`config.mk`:
```
export PLATFORM = sky130hd
export DESIGN_NAME = btn_cond
export DESIGN_NICKNAME = d
export VERILOG_FILES = /design/src/rtl/btn_pkg.sv /design/src/rtl/btn_channel.sv /design/src/rtl/btn_cond.sv
export SDC_FILE = /design/constraint.sdc
export NUM_CORES = 1
export LEC_CHECK = 0
export ABC_AREA = 1
export BUFFER_PORTS_ARGS = -buffer_cell sky130_fd_sc_hd__buf_2
export CAP_MARGIN = 5
export CORE_ASPECT_RATIO = 0.5
export CORE_MARGIN = 5
export CORE_UTILIZATION = 60
export CTS_BUF_LIST = sky130_fd_sc_hd__clkbuf_16
export CTS_CLUSTER_SIZE = 16
export DETAILED_ROUTE_END_ITERATION = 8
export GPL_TIMING_DRIVEN = 0
export PLACE_DENSITY = 0.84
export SYNTH_ARGS = -nofsm -noshare
export SYNTH_HDL_FRONTEND = slang
export SYNTH_SLANG_ARGS = --single-unit
```
`constraint.sdc`:
```
create_clock -name clk -period 10.3 [get_ports clk]
set_input_delay 0.515 -clock clk [delete_from_list [all_inputs] [get_ports clk]]
set_output_delay 0.515 -clock clk [all_outputs]
set_load 0.02 [all_outputs]
```
`src/rtl/btn_pkg.sv`:
```
// Shared types and constants for the push-button conditioning block.
package btn_pkg;

  typedef enum logic [1:0] {IDLE, DELAY, REPEAT} btn_state_t;

  localparam int BTN_U = 0;
  localparam int BTN_D = 1;
  localparam int BTN_L = 2;
  localparam int BTN_R = 3;

  // 10 ms debounce, 500 ms first repeat, 50 ms repeat period at 40 MHz
  localparam int DEF_DEBOUNCE_CYCLES = 400_000;
  localparam int DEF_REPEAT_DELAY    = 20_000_000;
  localparam int DEF_REPEAT_PERIOD   = 2_000_000;

  function automatic int max_int(input int a, input int b);
    return (a > b) ? a : b;
  endfunction

endpackage

```
`src/rtl/btn_channel.sv`:
```
// One button: 2-flop synchroniser, debounce counter and press/auto-repeat FSM.
// level_nxt and pulse_nxt are the values the next clock edge will commit.
module btn_channel
  import btn_pkg::*;
#(
  parameter int DEBOUNCE_CYCLES = DEF_DEBOUNCE_CYCLES,
  parameter int REPEAT_DELAY    = DEF_REPEAT_DELAY,
  parameter int REPEAT_PERIOD   = DEF_REPEAT_PERIOD
) (
  input  logic clk,
  input  logic rst,
  input  logic btn_raw,
  output logic level,
  output logic level_nxt,
  output logic pulse_nxt
);

  localparam int DB_W  = $clog2(DEBOUNCE_CYCLES);
  localparam int RPT_W = $clog2(max_int(REPEAT_DELAY, REPEAT_PERIOD));

  localparam logic [DB_W-1:0]  DB_LAST = DB_W'(DEBOUNCE_CYCLES - 1);
  localparam logic [RPT_W-1:0] RD_LAST = RPT_W'(REPEAT_DELAY - 1);
  localparam logic [RPT_W-1:0] RP_LAST = RPT_W'(REPEAT_PERIOD - 1);

  logic             s1;
  logic             s2;
  logic [DB_W-1:0]  db_cnt;
  logic             differ;
  logic             db_done;
  logic             rise;
  logic             fall;
  btn_state_t       state;
  btn_state_t       state_nxt;
  logic [RPT_W-1:0] rpt_cnt;
  logic [RPT_W-1:0] rpt_cnt_nxt;

  // synchroniser stage
  always_ff @(posedge clk or posedge rst) begin
    if (rst) begin
      s1 <= 1'b0;
      s2 <= 1'b0;
    end else begin
      s1 <= btn_raw;
      s2 <= s1;
    end
  end

  // debounce stage
  always_comb begin
    differ    = s2 ^ level;
    db_done   = differ && (db_cnt == DB_LAST);
    level_nxt = db_done ? s2 : level;
    rise      = level_nxt & ~level;
    fall      = level & ~level_nxt;
  end

  always_ff @(posedge clk or posedge rst) begin
    if (rst) begin
      db_cnt <= '0;
      level  <= 1'b0;
    end else begin
      level <= level_nxt;
      if (!differ || db_done)
        db_cnt <= '0;
      else if (db_cnt != DB_LAST)
        db_cnt <= db_cnt + DB_W'(1);
    end
  end

  // repeat FSM stage; a release always beats a pulse due in the same cycle
  always_comb begin
    state_nxt   = state;
    rpt_cnt_nxt = rpt_cnt;
    pulse_nxt   = 1'b0;
    case (state)
      IDLE: begin
        if (rise) begin
          state_nxt   = DELAY;
          rpt_cnt_nxt = '0;
          pulse_nxt   = 1'b1;
        end
      end
      DELAY: begin
        if (fall) begin
          state_nxt   = IDLE;
          rpt_cnt_nxt = '0;
        end else if (rpt_cnt == RD_LAST) begin
          state_nxt   = REPEAT;
          rpt_cnt_nxt = '0;
          pulse_nxt   = 1'b1;
        end else begin
          rpt_cnt_nxt = rpt_cnt + RPT_W'(1);
        end
      end
      REPEAT: begin
        if (fall) begin
          state_nxt   = IDLE;
          rpt_cnt_nxt = '0;
        end else if (rpt_cnt == RP_LAST) begin
          rpt_cnt_nxt = '0;
          pulse_nxt   = 1'b1;
        end else begin
          rpt_cnt_nxt = rpt_cnt + RPT_W'(1);
        end
      end
      default: begin
        state_nxt   = IDLE;
        rpt_cnt_nxt = '0;
      end
    endcase
  end

  always_ff @(posedge clk or posedge rst) begin
    if (rst) begin
      state   <= IDLE;
      rpt_cnt <= '0;
    end else begin
      state   <= state_nxt;
      rpt_cnt <= rpt_cnt_nxt;
    end
  end

endmodule

```
`src/rtl/btn_cond.sv`:
```
// Conditions the four direction buttons and the mode switch for BtnCtl:
// per-button channels, sw1 synchroniser, and opposite-direction step masking.
module btn_cond
  import btn_pkg::*;
#(
  parameter int DEBOUNCE_CYCLES = DEF_DEBOUNCE_CYCLES,
  parameter int REPEAT_DELAY    = DEF_REPEAT_DELAY,
  parameter int REPEAT_PERIOD   = DEF_REPEAT_PERIOD
) (
  input  logic       clk,
  input  logic       rst,
  input  logic       btnU,
  input  logic       btnD,
  input  logic       btnL,
  input  logic       btnR,
  input  logic       sw1,
  output logic [3:0] btn_level,
  output logic [3:0] btn_step,
  output logic       sw1_sync
);

  logic [3:0] btn_raw;
  logic [3:0] level_nxt;
  logic [3:0] pulse_nxt;
  logic [3:0] step_nxt;
  logic       cancel_ud;
  logic       cancel_lr;
  logic       sw1_s1;

  assign btn_raw = {btnR, btnL, btnD, btnU};

  for (genvar i = 0; i < 4; i++) begin : gen_ch
    btn_channel #(
      .DEBOUNCE_CYCLES (DEBOUNCE_CYCLES),
      .REPEAT_DELAY    (REPEAT_DELAY),
      .REPEAT_PERIOD   (REPEAT_PERIOD)
    ) u_ch (
      .clk       (clk),
      .rst       (rst),
      .btn_raw   (btn_raw[i]),
      .level     (btn_level[i]),
      .level_nxt (level_nxt[i]),
      .pulse_nxt (pulse_nxt[i])
    );
  end

  // mask against the levels that will be visible alongside the step
  always_comb begin
    cancel_ud = level_nxt[BTN_U] & level_nxt[BTN_D];
    cancel_lr = level_nxt[BTN_L] & level_nxt[BTN_R];
    step_nxt  = pulse_nxt;
    if (cancel_ud) begin
      step_nxt[BTN_U] = 1'b0;
      step_nxt[BTN_D] = 1'b0;
    end
    if (cancel_lr) begin
      step_nxt[BTN_L] = 1'b0;
      step_nxt[BTN_R] = 1'b0;
    end
  end

  // output register stage
  always_ff @(posedge clk or posedge rst) begin
    if (rst) begin
      btn_step <= '0;
      sw1_s1   <= 1'b0;
      sw1_sync <= 1'b0;
    end else begin
      btn_step <= step_nxt;
      sw1_s1   <= sw1;
      sw1_sync <= sw1_s1;
    end
  end

endmodule

```
After elaboration in Yosys (flattened, before gate mapping)
Cells that the tools add are included.
{"block": "totals", "input_bits": 7, "wordCells": 199, "output_inout_bits": 9, "reg_bits": 202}
{"block": "op_classes", "mux": 82, "add_sub_neg": 8, "bitwise_logic": 22, "n_reduce_logical": 24, "n_eq_ne": 36}
{"cell": "25-bit 2-to-1 mux", "count": 20}
{"cell": "25-bit one-hot mux with 3 select lines", "count": 4}
{"cell": "19-bit 2-to-1 mux", "count": 8}
{"cell": "25-bit by 1-bit adder with 25-bit output, second input constant", "count": 4}
{"cell": "25-bit by 21-bit equality test with 1-bit output, second input constant", "count": 4}
{"cell": "25-bit equality test, second input constant", "count": 4}
{"cell": "19-bit by 1-bit adder with 19-bit output, second input constant", "count": 4}
{"cell": "19-bit equality test, second input constant", "count": 4}
{"cell": "19-bit != test, second input constant", "count": 4}
{"cell": "2-bit 2-to-1 mux", "count": 18}
{"cell": "1-bit 2-to-1 mux", "count": 24}
{"cell": "2-bit one-hot mux with 3 select lines", "count": 4}
{"cell": "2-bit by 1-bit != test with 1-bit output, second input constant", "count": 8}
{"cell": "3-bit by 1-bit != test with 1-bit output, second input constant", "count": 4}
{"cell": "1-bit one-hot mux with 3 select lines", "count": 4}
{"cell": "3-bit AND reduction", "count": 4}
{"cell": "1-bit bitwise AND", "count": 10}
{"cell": "2-bit by 1-bit equality test with 1-bit output, second input constant", "count": 4}
{"cell": "2-bit equality test, second input constant", "count": 4}
{"cell": "2-bit zero test", "count": 4}
{"cell": "1-bit inverter", "count": 8}
{"cell": "2-bit nonzero test", "count": 4}
{"cell": "1-bit logical AND", "count": 4}
{"cell": "1-bit zero test", "count": 4}
{"cell": "2 further kinds", "count": 8}

Depth between registers and ports, before layout
{"block": "logic_depth", "depth_word": 8, "ltp_mapped": 13, "depth_no_buf": 12}

Hierarchy
From an unflattened synthesis, not the netlist that was laid out.
{"block": "hier_totals", "hier_cells": 2021, "area_unflattened_um2": 13694.4}
{"module": "btn_channel at gen_ch[0].u_ch ...", "n_inst": 3, "cells_per_inst": 497, "seq_area_each_um2": 1226.2, "area_each_um2": 3357.0}
{"module": "btn_channel at gen_ch[3].u_ch", "n_inst": 1, "cells_per_inst": 515, "seq_area_each_um2": 1226.2, "area_each_um2": 3434.5}
{"module": "btn_cond", "n_inst": 1, "cells_per_inst": 15, "seq_area_each_um2": 150.1, "area_each_um2": 188.9}

Worst setup path before layout
No wires, ideal clock.
{"block": "synth_timing", "path_type": "flip-flop to flip-flop", "from": "register gen_ch[0].u_ch.db_cnt[0]", "to": "register gen_ch[0].u_ch.rpt_cnt[2]", "path_buffers": 1, "setup_ns": 0.127, "path_stages_with_launch": 12, "t_arrival_ns": 1.689, "t_required_ns": 10.173, "path_slack_ns": 8.485, "synth_period_minus_slack_ns": 1.815, "path_cell_list": "dfrtp_1 ha_1 nand2_1 nor2_2 nand3_1 nor2_1 nand3_2 nand3_1 nand2_2 buf_2 nand3_1 o21ai_1"}
{"block": "synth_between", "elab_chain_len": 7, "elab_cells_between_ends": 10, "cone_classes": "2 x eq/ne; 4 x mux; 3 x bitwise; 1 x reduce/logical"}
{"item": "start, declared", "line_no": "btn_channel.sv:27", "text": "logic [DB_W-1:0] db_cnt;"}
{"item": "start signal, assigned", "line_no": "btn_channel.sv:66", "text": "db_cnt <= db_cnt + DB_W'(1);"}
{"item": "19-bit equality test *", "line_no": "btn_channel.sv:51", "text": "db_done = differ && (db_cnt == DB_LAST);"}
{"item": "1-bit logical AND *", "line_no": "btn_channel.sv:51"}
{"item": "1-bit 2-to-1 mux *", "line_no": "btn_channel.sv:52", "text": "level_nxt = db_done ? s2 : level;"}
{"item": "1-bit inverter", "line_no": "btn_channel.sv:54", "text": "fall = level & ~level_nxt;"}
{"item": "1-bit bitwise AND", "line_no": "btn_channel.sv:54"}
{"item": "25-bit 2-to-1 mux, on equally long branches", "line_no": "btn_channel.sv:96, btn_channel.sv:84"}
{"item": "25-bit one-hot mux with 3 select lines", "line_no": "btn_channel.sv:75", "text": "case (state)"}
{"item": "end signal, assigned", "line_no": "btn_channel.sv:119", "text": "rpt_cnt <= rpt_cnt_nxt;"}
{"item": "end, declared", "line_no": "btn_channel.sv:34", "text": "logic [RPT_W-1:0] rpt_cnt;"}
Every way passes the cells marked *; elsewhere a longest branch is shown, timed or not.
A chain may end at the register's enable or synchronous reset.

Worst setup path in the final report
{"block": "layout_timing", "from": "register gen_ch[0].u_ch.db_cnt[0]", "to": "register gen_ch[0].u_ch.rpt_cnt[10]"}
The elaborated chain is that of the path after synthesis.

==> flow_metrics.py <==
metrics = {
    "critical_path": {
        "cp_top_family": "simple AND/OR/NAND/NOR gates",
        "critPathSlowestCell": "dfrtp_1",
        "criticalPathCategory": "flop to flop",
        "cp_data_required_time_ns": 10.66,
        "cp.buffers_inverters": 1,
        "max_stage_delay_ns": 0.44,
        "cp_num_cells": 11,
        "cp-start-kind": "flop",
        "ff2ff_setup_slack_ns": 8.04,
        "endpoint_kind": "flop",
        "path_cells": "ha_1 -> nand2_1 -> nor2_2 -> nand3_1 -> nor2_1 -> nand3_2 -> nand3_1 -> nand2_2 -> buf_2 -> nand2_1 -> o21ai_0",
        "rr_worst_depth": 11,
        "critPathArrivalTime_ns": 2.61,
        "crit_fanout": 10,
    },
    "placement": {
        "numPortBuffers": 15,
        "place_congestion": 0.956,
        "dp_hpwl_um": 20900,
    },
    "synthesis": {
        "synth.area.top_cells": "dfrtp_1, nand2_1, nor2_1, inv_1, nand3_1",
        "synth.largest_area_cell": "dfrtp_1",
        "synth.top_cell.area_share_pct": 38.8,
        "synthSimpleGateAreaFrac_pct": 41.7,
        "synthCells": 1878,
        "synth.most_common_cell": "nand2_1",
        "async_flop_share_pct": 100,
        "synthesis.nets": 1909,
        "synthesis.area_um2": 13000,
        "ys.flop_type": "dfrtp_1",
        "synth.mux.area_fraction_pct": 0,
        "synth_top_family_by_area": "simple AND/OR/NAND/NOR gates",
        "yosys-top-cells-count": "nand2_1, nor2_1, inv_1",
        "ys_types": 44,
        "ys_seq_elements": 202,
        "synth_compound_area_share_pct": 3.78,
        "ys_seq_area_share_pct": 38.8,
        "synth_xor_area_share_pct": 4.64,
        "yosys_warnings": 0,
        "synth_adder_area_share_pct": 2.30,
        "synth-edff-count": 0,
        "avgSynthCellArea_um2": 6.94,
    },
    "timing": {
        "slew_headroom_pct": 50.0,
        "setup_viol": 0,
        "worst_pin_slew_ns": 0.750,
        "slew_viol_final": 0,
        "fin_crit_sh_pct": 21.9,
        "rsz0062_at_grt": "false",
        "finalCriticalPeriod_ns": 2.26,
        "timing.final.hold_violations": 0,
        "fmax_mhz": 443,
        "fin_skew_ns": 0.00899,
        "setup_tns_ns": 0,
    },
    "global_routing": {
        "first_global_vias": 11300,
        "grt_start_max_net_pins": 112,
        "overflow": 0,
        "grt_pass1_wl_um": 50900,
        "met2_usage_pct": 40.9,
        "antenna_found_initial": 0,
        "use_met3_pct": 2.80,
        "met1_usage_pct": 32.8,
        "grt.total_usage_pct": 23.7,
        "busiest_layer": "met2",
    },
    "clock_tree": {
        "cts-root-buf": "clkbuf_16",
        "ctsHoldBuffers": 0,
        "clock_latency_ns": 0.50,
        "cts_tree": "yes",
        "postCtsSetupRepairBufs": 0,
        "numCtsBuffers": 21,
        "postCtsResizedCells": 0,
        "numClockSinks": 202,
        "path_clk_slew_ns": 0.06,
        "cts_max_path_buffers": 3,
        "cts_max_level": 1,
    },
    "finish": {
        "drive_gt1_share_pct": 6.79,
        "nets": 1948,
        "syn2layout_area_growth_pct": 8.23,
        "antenna_cells": 0,
    },
    "pwr": {
        "ir_worst_vdd_uv": 88.8,
        "power_w": 0.00152,
        "power_density_nw_per_um2": 108,
        "leakage_nw": 6.83,
    },
    "die": {
        "dieWidth_um": 218,
        "ios": 16,
        "dieArea_um2": 25000,
        "initial_utilization_pct": 60.5,
        "die_y_um": 114,
        "coreArea_um2": 21500,
        "rows": 38,
    },
    "drt": {
        "via_per_inst": 5.27,
        "wl_um": 28600,
        "drt-initial-drc-count": 1025,
        "drc": 0,
        "firstDrtPassIters": 8,
        "ant_nets": 0,
        "vias": 11700,
        "wl_per_cell_um": 12.8,
    },
    "hold_path": {
        "min_path_cells": 1,
        "hp-class": "input port to flop",
    },
    "status": {
        "status": "finished, final reports clean",
    },
    "run": {
        "max_cap_viol_count": 0,
    },
}
[power by group]
group | switching, W | internal [W] | leakage [nW] | total, W
Clock | 0.000317 | 0.000369 | 0.312 | 0.000686
Sequential | 0.00000456 | 0.000799 | 2.79 | 0.000804
Combinational | 0.0000271 | 0.00000719 | 3.73 | 0.0000343
Total | 0.000349 | 0.00118 | 6.83 | 0.00152
[metal layers]
metal	vias to the layer above	wire, um	part of all wire [%]
li1	6043	-	-
met1	5394	13500	47
met2	263	13300	46
met3	49	1370	4.8
met4	0	536	1.9
met5	-	0	0
[state kept, by name (all words and copies together) (netlist names)]
signal,count
gen_ch.u_ch.db_cnt,76
gen_ch.u_ch.rpt_cnt,100
gen_ch.u_ch.s2,4
btn_step,4
sw1_s1,1
gen_ch.u_ch.level,4
gen_ch.u_ch.state,8
gen_ch.u_ch.s1,4
sw1_sync,1
[path summary, 6_finish.rpt]
kind | end | from
worst max-delay path | gen_ch[0].u_ch.rpt_cnt[10]$_DFFE_PP0P_ | gen_ch[0].u_ch.db_cnt[0]$_DFFE_PP0P_
worst min-delay path | gen_ch[1].u_ch.s1$_DFF_PP0_ | btnD
worst max register to register | gen_ch[0].u_ch.rpt_cnt[10]$_DFFE_PP0P_ | gen_ch[0].u_ch.db_cnt[0]$_DFFE_PP0P_
worst min register to register | gen_ch[3].u_ch.s2$_DFF_PP0_ | gen_ch[3].u_ch.s1$_DFF_PP0_
max in group asynchronous | gen_ch[0].u_ch.rpt_cnt[1]$_DFFE_PP0P_ | rst
min in group asynchronous | gen_ch[0].u_ch.db_cnt[11]$_DFFE_PP0P_ | rst
[cells by family after synthesis]
kind of cell,count (synthesis)
adder cells (fa/ha/maj),24
XOR/XNOR,69
AO/OA/AOI/OAI,92
buffers and inverters,278
AND/OR/NAND/NOR,1213
flip-flops,202
[placed cells by master (no fill, tap or decap), types with 7 or more instances in the layout]
cell	n
nand2_1	550
nor2_1	283
inv_1	238
dfrtp_1	202
nand3_1	167
nor3_1	75
xor2_1	56
nand4_1	49
o21ai_0	42
a21oi_1	33
buf_2	24
ha_1	24
clkbuf_16	21
nand3_2	18
xnor2_1	13
nand2_2	11
clkbuf_1	11
nand3b_1	11
nor3b_1	10
nor4_1	9
inv_2	8
buf_6	7
[layout make-up]
cell class | instances | area, um^2
plain buffers | 33 | 223
well taps | 300 | 375
multi-input cells | 1398 | 6830
clock inverters | 14 | 62.6
fillers | 1884 | 7430
repair buffers | 16 | 103
inverters | 245 | 933
flip-flops and latches | 202 | 5050
clock buffers | 21 | 526
[worst reg2reg max path, cell delays in order, from the launching register on]
cell and delay (ns):
dfrtp_1 0.44, ha_1 0.27, nand2_1 0.11, nor2_2 0.22
nand3_1 0.10, nor2_1 0.18, nand3_2 0.16, nand3_1 0.14
nand2_2 0.12, buf_2 0.22, nand2_1 0.09, o21ai_0 0.08
[stage by stage]
step | hold slack, ns | setup slack (ns) | std cells | utilization [%] | area (um^2)
after floorplan | 0.331 | 4.27 | 1878 | - | 13000
after global placement | 0.332 | 2.09 | 2193 | 62.6 | 13500
after detailed placement | 0.336 | 8.08 | 2194 | 62.8 | 13500
after CTS | 0.113 | 8.08 | 2229 | 65.5 | 14100
after global routing | 0.117 | 7.78 | 2229 | 65.5 | 14100
final | 0.128 | 8.04 | 2229 | 65.5 | 14100
Power figures use the tool's default switching activity.
